[config.mk]
export PLATFORM = sky130hd
export DESIGN_NAME = sync_edge_multi
export DESIGN_NICKNAME = d
export VERILOG_FILES = /design/src/rtl/sync_pkg.sv /design/src/rtl/sync_chan.sv /design/src/rtl/sync_edge_multi.sv
export SDC_FILE = /design/constraint.sdc
export NUM_CORES = 1
export LEC_CHECK = 0
export CAP_MARGIN = 40
export CORE_ASPECT_RATIO = 1.1
export CORE_MARGIN = 4
export CORE_UTILIZATION = 46
export DETAILED_ROUTE_END_ITERATION = 10
export PLACE_DENSITY = 0.83
export SLEW_MARGIN = 20
export SYNTH_ARGS = -nofsm -noshare
export SYNTH_HDL_FRONTEND = slang
export SYNTH_SLANG_ARGS = --single-unit
[constraint.sdc]
create_clock -name clock -period 2.4 [get_ports clock]
set_input_delay 0.6 -clock clock [delete_from_list [all_inputs] [get_ports clock]]
set_output_delay 0.6 -clock clock [all_outputs]
set_load 0.02 [all_outputs]
[src/rtl/sync_pkg.sv]
// Shared constants and helpers for the multi-channel synchronizer / edge detector.
package sync_pkg;
  localparam int EDGE_RISE = 0;
  localparam int EDGE_FALL = 1;
  localparam int EDGE_BOTH = 2;

  function automatic int clog2(input int value);
    int result;
    result = 0;
    for (int k = 0; k < 31; k++) begin
      if ((32'sd1 <<< k) < value) begin
        result = k + 1;
      end
    end
    return result;
  endfunction
endpackage

[src/rtl/sync_chan.sv]
// One channel: STAGES-deep synchronizer, optional debounce filter and edge memory.
// With SYNC_STICKY_EN defined, a sticky event flag set by pulse and cleared by ack_i.
module sync_chan
  import sync_pkg::*;
#(
  parameter int   STAGES    = 2,
  parameter int   DEBOUNCE  = 0,
  parameter int   EDGE_MODE = EDGE_FALL,
  parameter logic RESET_VAL = 1'b0
) (
  input  logic clk_i,
  input  logic rst_i,
  input  logic d_i,
`ifdef SYNC_STICKY_EN
  input  logic ack_i,
  output logic event_o,
`endif
  output logic level_o,
  output logic rise_o,
  output logic fall_o,
  output logic pulse_o
);
  localparam int            CW       = (DEBOUNCE > 0) ? clog2(DEBOUNCE + 1) : 1;
  localparam logic [CW-1:0] CNT_LAST = (DEBOUNCE > 0) ? CW'(DEBOUNCE - 1) : '0;

  logic [STAGES-1:0] sync_q;
  logic              level_q, level_d;
  logic [CW-1:0]     cnt_q, cnt_d;
  logic              lvl_q;
  logic              s;
  logic              rise, fall;

  assign s = sync_q[STAGES-1];

  // Synchronizer chain, filtered level, debounce count and edge memory.
  always_ff @(posedge clk_i or posedge rst_i) begin
    if (rst_i) begin
      sync_q  <= {STAGES{RESET_VAL}};
      level_q <= RESET_VAL;
      cnt_q   <= '0;
      lvl_q   <= RESET_VAL;
    end else begin
      sync_q  <= {sync_q[STAGES-2:0], d_i};
      level_q <= level_d;
      cnt_q   <= cnt_d;
      lvl_q   <= level_q;
    end
  end

  // Level only moves after DEBOUNCE consecutive samples disagree with it.
  always_comb begin
    level_d = level_q;
    cnt_d   = cnt_q;
    if (DEBOUNCE == 0) begin
      level_d = s;
      cnt_d   = '0;
    end else if (s == level_q) begin
      cnt_d = '0;
    end else if (cnt_q == CNT_LAST) begin
      level_d = s;
      cnt_d   = '0;
    end else begin
      cnt_d = cnt_q + CW'(1);
    end
  end

  assign rise    = level_q & ~lvl_q;
  assign fall    = ~level_q & lvl_q;
  assign level_o = level_q;
  assign rise_o  = rise;
  assign fall_o  = fall;

  always_comb begin
    pulse_o = 1'b0;
    case (EDGE_MODE)
      EDGE_RISE: pulse_o = rise;
      EDGE_FALL: pulse_o = fall;
      EDGE_BOTH: pulse_o = rise | fall;
      default:   pulse_o = 1'b0;
    endcase
  end

`ifdef SYNC_STICKY_EN
  logic event_q, event_d;

  // A new pulse takes priority over a coincident acknowledge.
  always_comb begin
    event_d = event_q;
    if (pulse_o) begin
      event_d = 1'b1;
    end else if (ack_i) begin
      event_d = 1'b0;
    end else begin
      event_d = event_q;
    end
  end

  always_ff @(posedge clk_i or posedge rst_i) begin
    if (rst_i) begin
      event_q <= 1'b0;
    end else begin
      event_q <= event_d;
    end
  end

  assign event_o = event_q;
`endif
endmodule

[src/rtl/sync_edge_multi.sv]
// WIDTH independent synchronizer / debounce / edge-detect channels.
// Define SYNC_STICKY_EN to add per-channel sticky event flags with ack.
module sync_edge_multi
  import sync_pkg::*;
#(
  parameter int   WIDTH     = 8,
  parameter int   STAGES    = 2,
  parameter int   DEBOUNCE  = 0,
  parameter int   EDGE_MODE = 1,
  parameter logic RESET_VAL = 1'b0
) (
  input  logic             clock,
  input  logic             reset,
  input  logic [WIDTH-1:0] i,
`ifdef SYNC_STICKY_EN
  input  logic [WIDTH-1:0] ack,
  output logic [WIDTH-1:0] event_o,
`endif
  output logic [WIDTH-1:0] level,
  output logic [WIDTH-1:0] rise,
  output logic [WIDTH-1:0] fall,
  output logic [WIDTH-1:0] pulse
);
  if (EDGE_MODE < EDGE_RISE || EDGE_MODE > EDGE_BOTH) begin : g_bad_mode
    $error("sync_edge_multi: EDGE_MODE must be 0, 1 or 2");
  end
  if (WIDTH < 1 || WIDTH > 32) begin : g_bad_width
    $error("sync_edge_multi: WIDTH must be 1..32");
  end
  if (STAGES < 2 || STAGES > 4) begin : g_bad_stages
    $error("sync_edge_multi: STAGES must be 2..4");
  end
  if (DEBOUNCE < 0) begin : g_bad_debounce
    $error("sync_edge_multi: DEBOUNCE must be non-negative");
  end

  for (genvar n = 0; n < WIDTH; n++) begin : g_chan
    sync_chan #(
      .STAGES   (STAGES),
      .DEBOUNCE (DEBOUNCE),
      .EDGE_MODE(EDGE_MODE),
      .RESET_VAL(RESET_VAL)
    ) u_chan (
      .clk_i  (clock),
      .rst_i  (reset),
      .d_i    (i[n]),
`ifdef SYNC_STICKY_EN
      .ack_i  (ack[n]),
      .event_o(event_o[n]),
`endif
      .level_o(level[n]),
      .rise_o (rise[n]),
      .fall_o (fall[n]),
      .pulse_o(pulse[n])
    );
  end
endmodule

**Word level (Yosys, flattened, before mapping)**

Cells that the tools add are included.

- Flip-flop bits (word level): 32
- Word-level logic and storage cells: 56
- Input port bits: 10
- Output and inout port bits: 32

- Bitwise operators: 32

Operators with widths:

| cell | count |
|---|---|
| AND 1 bit | 16 |
| NOT 1 bit | 16 |

**Logic depth before layout (Yosys ltp)**

- Depth in word-level cells: 2
- Depth in mapped cells: 2
- Gate-level depth less buffers: 1

**Cells and area by module**

Synthesis repeated with hierarchy kept, for this count alone.

- Cells, all modules: 64
- Area total of the unflattened synthesis: 1011.0 um^2

By module, submodules not included:

| module | cells an instance | times used | sequential area each (um^2) | area each (um^2) |
|---|---|---|---|---|
| sync_chan | 8 | 8 | 100.1 | 126.4 |

**Least setup slack after synthesis**

No wires, ideal clock.

- Kind: reg-to-output
- Start point: register g_chan[0].u_chan.level_q
- End point: output port fall[0]
- Buffers on the path: 1
- Path slack: 1.093 ns
- Cell stages (with the launch flop): 3
- Arrival time: 0.707 ns
- Data required time: 1.800 ns
- Path through: dfrtp_1 and2b_2 buf_4

- Longest elaborated chain between the ends: 2

Ends and longest elaborated chain:

| element | line | text |
|---|---|---|
| start: declaration | sync_chan.sv:27 | `logic level_q, level_d;` |
| start signal: assignment | sync_chan.sv:44 | `level_q <= level_d;` |
| NOT 1 bit | sync_chan.sv:68 | `assign fall = ~level_q & lvl_q;` |
| AND 1 bit | sync_chan.sv:68 |  |
| end: declaration | sync_edge_multi.sv:21 | `output logic [WIDTH-1:0] fall,` |

Every way passes these cells.

**Worst setup path in the final report**

- Start point: register g_chan[2].u_chan.level_q
- End point: output port fall[2]

- Longest elaborated chain between the ends: 2

Ends and longest elaborated chain:

| element | line |
|---|---|
| start: declaration | sync_chan.sv:27 |
| start signal: assignment | sync_chan.sv:44 |
| NOT 1 bit | sync_chan.sv:68 |
| AND 1 bit | sync_chan.sv:68 |

Every way passes these cells.

==> impl_metrics.csv <==
group,metric,value,unit
status,outcome,"finished, final reports clean",
logic_synthesis,synth_area,1180,sq um
logic_synthesis,yosys.area_share.simple,11.8,%
global_routing,grt_usage,10.9,%
sta,report.final.slew_viol_count,0,
sta,hold_viol,0,
run,cap_violations,0,
logic_synthesis,synth_top_cell_area_share,67.6,%
worst_setup_path,endpoint_kind,"output port",
clock_tree,path_clk_slew,90,ps
clock_tree,cts_tree,"done",
clock_tree,cts_setup_buffers,0,
worst_setup_path,start_kind,"flip-flop",
logic_synthesis,yosys.area_share.adder,0,%
hold_path,whs_path_depth,0,
worst_setup_path,r2r_cells,0,
power_and_ir_drop,swShare,23.2,%
power_and_ir_drop,power_switching,0.236,mW
logic_synthesis,synth_compound_area_share,0,%
power_and_ir_drop,max-vdd-ir-drop,0.556,mV
hold_path,hold_class,"reg -> reg",
floorplan,io_pins,42,
power_and_ir_drop,clkPwrFrac,29.9,%
final_layout,register_area,801,sq um
global_routing,grt_max_degree,21,
clock_tree,numCtsBuffers,5,
place,dp_slack,538,ps
clock_tree,ctsResizeCount,0,
floorplan,die-width,56.4,microns
final_layout,area.growth.synth_to_final,23.9,%
power_and_ir_drop,p_per_area,694,nW/um^2
logic_synthesis,ys.warnings.count,0,
final_layout,final_cells,131,
floorplan,dieArea,3450,sq um
logic_synthesis,synth_common_cells,"32 x buf_4, 32 x dfrtp_1, 16 x and2b_2, 1 x inv_1",
logic_synthesis,synth_xor_area_share,0,%
logic_synthesis,yosys.cell_types.count,4,
logic_synthesis,synth-async-reset-ratio,100,%
logic_synthesis,ys_seq_elements,32,
sta,finalSetupTns,0,ps
logic_synthesis,synth_area_leaders,"dfrtp_1 68%, buf_4 20%, and2b_2 12%",
sta,max_freq,455,MHz
sta,worst_clock_skew,4.80,ps
global_routing,first_global_vias,618,
logic_synthesis,synthesis.nets,91,
place,gp_congestion,0.589,
place,dp_cells,123,
final_layout,fillers,209,
logic_synthesis,syn_area_per_cell,14.6,sq um
final_layout,multiInputGateArea,140,sq um
power_and_ir_drop,comb_power_share,13.4,%
global_routing,grt_pass1_wl,2620,microns
logic_synthesis,synth_top_family_by_area,"buffers and inverters",
logic_synthesis,yosysSeqAreaShare,67.6,%
clock_tree,ctsHoldBuffers,0,
clock_tree,root_buffer,"clkbuf_4",
clock_tree,clock_path_buffers,2,
drt,antenna_left,0,
clock_tree,cts_sinks,32,
power_and_ir_drop,internal_power,0.783,mW
floorplan,initial_core_util,47.9,%
worst_setup_path,worstPathMaxFanout,4,
final_layout,diodes,0,
sta,worst_pin_slew,241,ps
logic_synthesis,muxShareOfSynthArea,0,%
sta,min_period,2200,ps
sta,finalSetupViolations,0,
floorplan,rows,19,
clock_tree,clock_latency,320,ps
drt,drc,0,
logic_synthesis,netlist_instances,81,
sta,postLayoutSetupSlackWorst,201,ps
clock_tree,htree_levels,2,
worst_setup_path,crit_arrival,1600,ps
logic_synthesis,synth-edff-count,0,
final_layout,nNetsFinal,109,
drt,vias,550,
drt,viasPerCell,4.20,
drt,drtPass1Iterations,2,
logic_synthesis,synth_area_leader_cell,"dfrtp_1",
final_layout,drive_above_1_share,24.0,%
drt,drt-total-wl,1630,microns
global_routing,antenna_found_initial,0,
floorplan,design.core.area,2470,sq um
global_routing,grt_overflow_total,0,
sta,fin_crit_sh,91.6,%
logic_synthesis,synth_flop_cell,"dfrtp_1",
power_and_ir_drop,power.share.sequential,56.7,%
sta,slew_headroom,83.9,%
place,port_buffers,41,
drt,detail_route.iter0.violations,4,
drt,wl_per_cell,12.4,microns
worst_setup_path,critical_path_class,"reg -> out",
sta,rsz0062_at_grt,"no",
power_and_ir_drop,total_leakage_power,0.654,nW
worst_setup_path,required,1800,ps
floorplan,die_h,61.2,microns
[logic make-up after synthesis]
kind of cell | after synthesis
buf+inv | 33
flops | 32
simple gates | 16
[registers in the layout, summed over array words and instances, names as in the netlist]
signal,count
g_chan.u_chan.level_o,8
g_chan.u_chan.lvl_q,8
g_chan.u_chan.sync_q,16
[worst max-delay path: stages, from the launching register on]
cell and delay (ps):
dfrtp_1 420, and2b_2 240, clkdlybuf4s50_1 620
[power groups by stage]
| stage | clock network [mW] | registers [mW] | logic (mW) |
|---|---|---|---|
| final | 0.305 | 0.578 | 0.136 |
| after global routing | 0.347 | 0.582 | 0.144 |
| after floorplan | 0 | 0.585 | 0.101 |
| after global placement | 0 | 0.587 | 0.135 |
| after detailed placement | 0 | 0.589 | 0.139 |
| after CTS | 0.320 | 0.579 | 0.139 |
[per-stage QoR]
stage | cell area (sq um) | power, mW | hold WS [ps] | util, %
6_report | 1470 | 1.02 | 351 | 59.4
5_1_grt | 1470 | 1.07 | 346 | 59.4
4_1_cts | 1470 | 1.04 | 351 | 59.4
3_5_place_dp | 1410 | 0.728 | 335 | 57.0
3_3_place_gp | 1410 | 0.722 | 332 | 57.0
2_1_floorplan | 1180 | 0.686 | 331 | -
[per-layer routing]
layer	track usage [%]	routed length, microns	up-vias
li1	-	-	246
met1	8.37	512	272
met2	21.5	902	30
met3	7.13	189	2
met4	4.07	22	0
met5	0	0	-
[final timing paths]
path,startpoint,end,slack (ps)
max in group asynchronous,reset,g_chan[5].u_chan.sync_q[1],1560
worst min register to register,g_chan[1].u_chan.sync_q[0],g_chan[1].u_chan.sync_q[1],350
worst max-delay path,g_chan[2].u_chan.level_o,fall[2],200
worst max register to register,g_chan[2].u_chan.level_o,g_chan[2].u_chan.lvl_q,1860
worst min-delay path,g_chan[1].u_chan.sync_q[0],g_chan[1].u_chan.sync_q[1],350
min in group asynchronous,reset,g_chan[0].u_chan.sync_q[0],600
[placed cells by master, fill, tap and decap left out]
cell,Yosys,layout
and2b_2,16,16
dfrtp_1,32,32
inv_1,1,1
clkdlybuf4s50_1,0,41
buf_4,32,2
clkbuf_4,0,5
clkbuf_8,0,1
clkbuf_1,0,2
[cell type report]
cell class | instances | area share [%]
clock buffer | 8 | 4.01
sequential | 32 | 54.6
inverter | 1 | 0.256
multi-input combinational | 16 | 9.55
tap | 31 | 2.64
timing repair buffer | 43 | 29.0
Note: power is estimated with default switching activity, not from simulation.
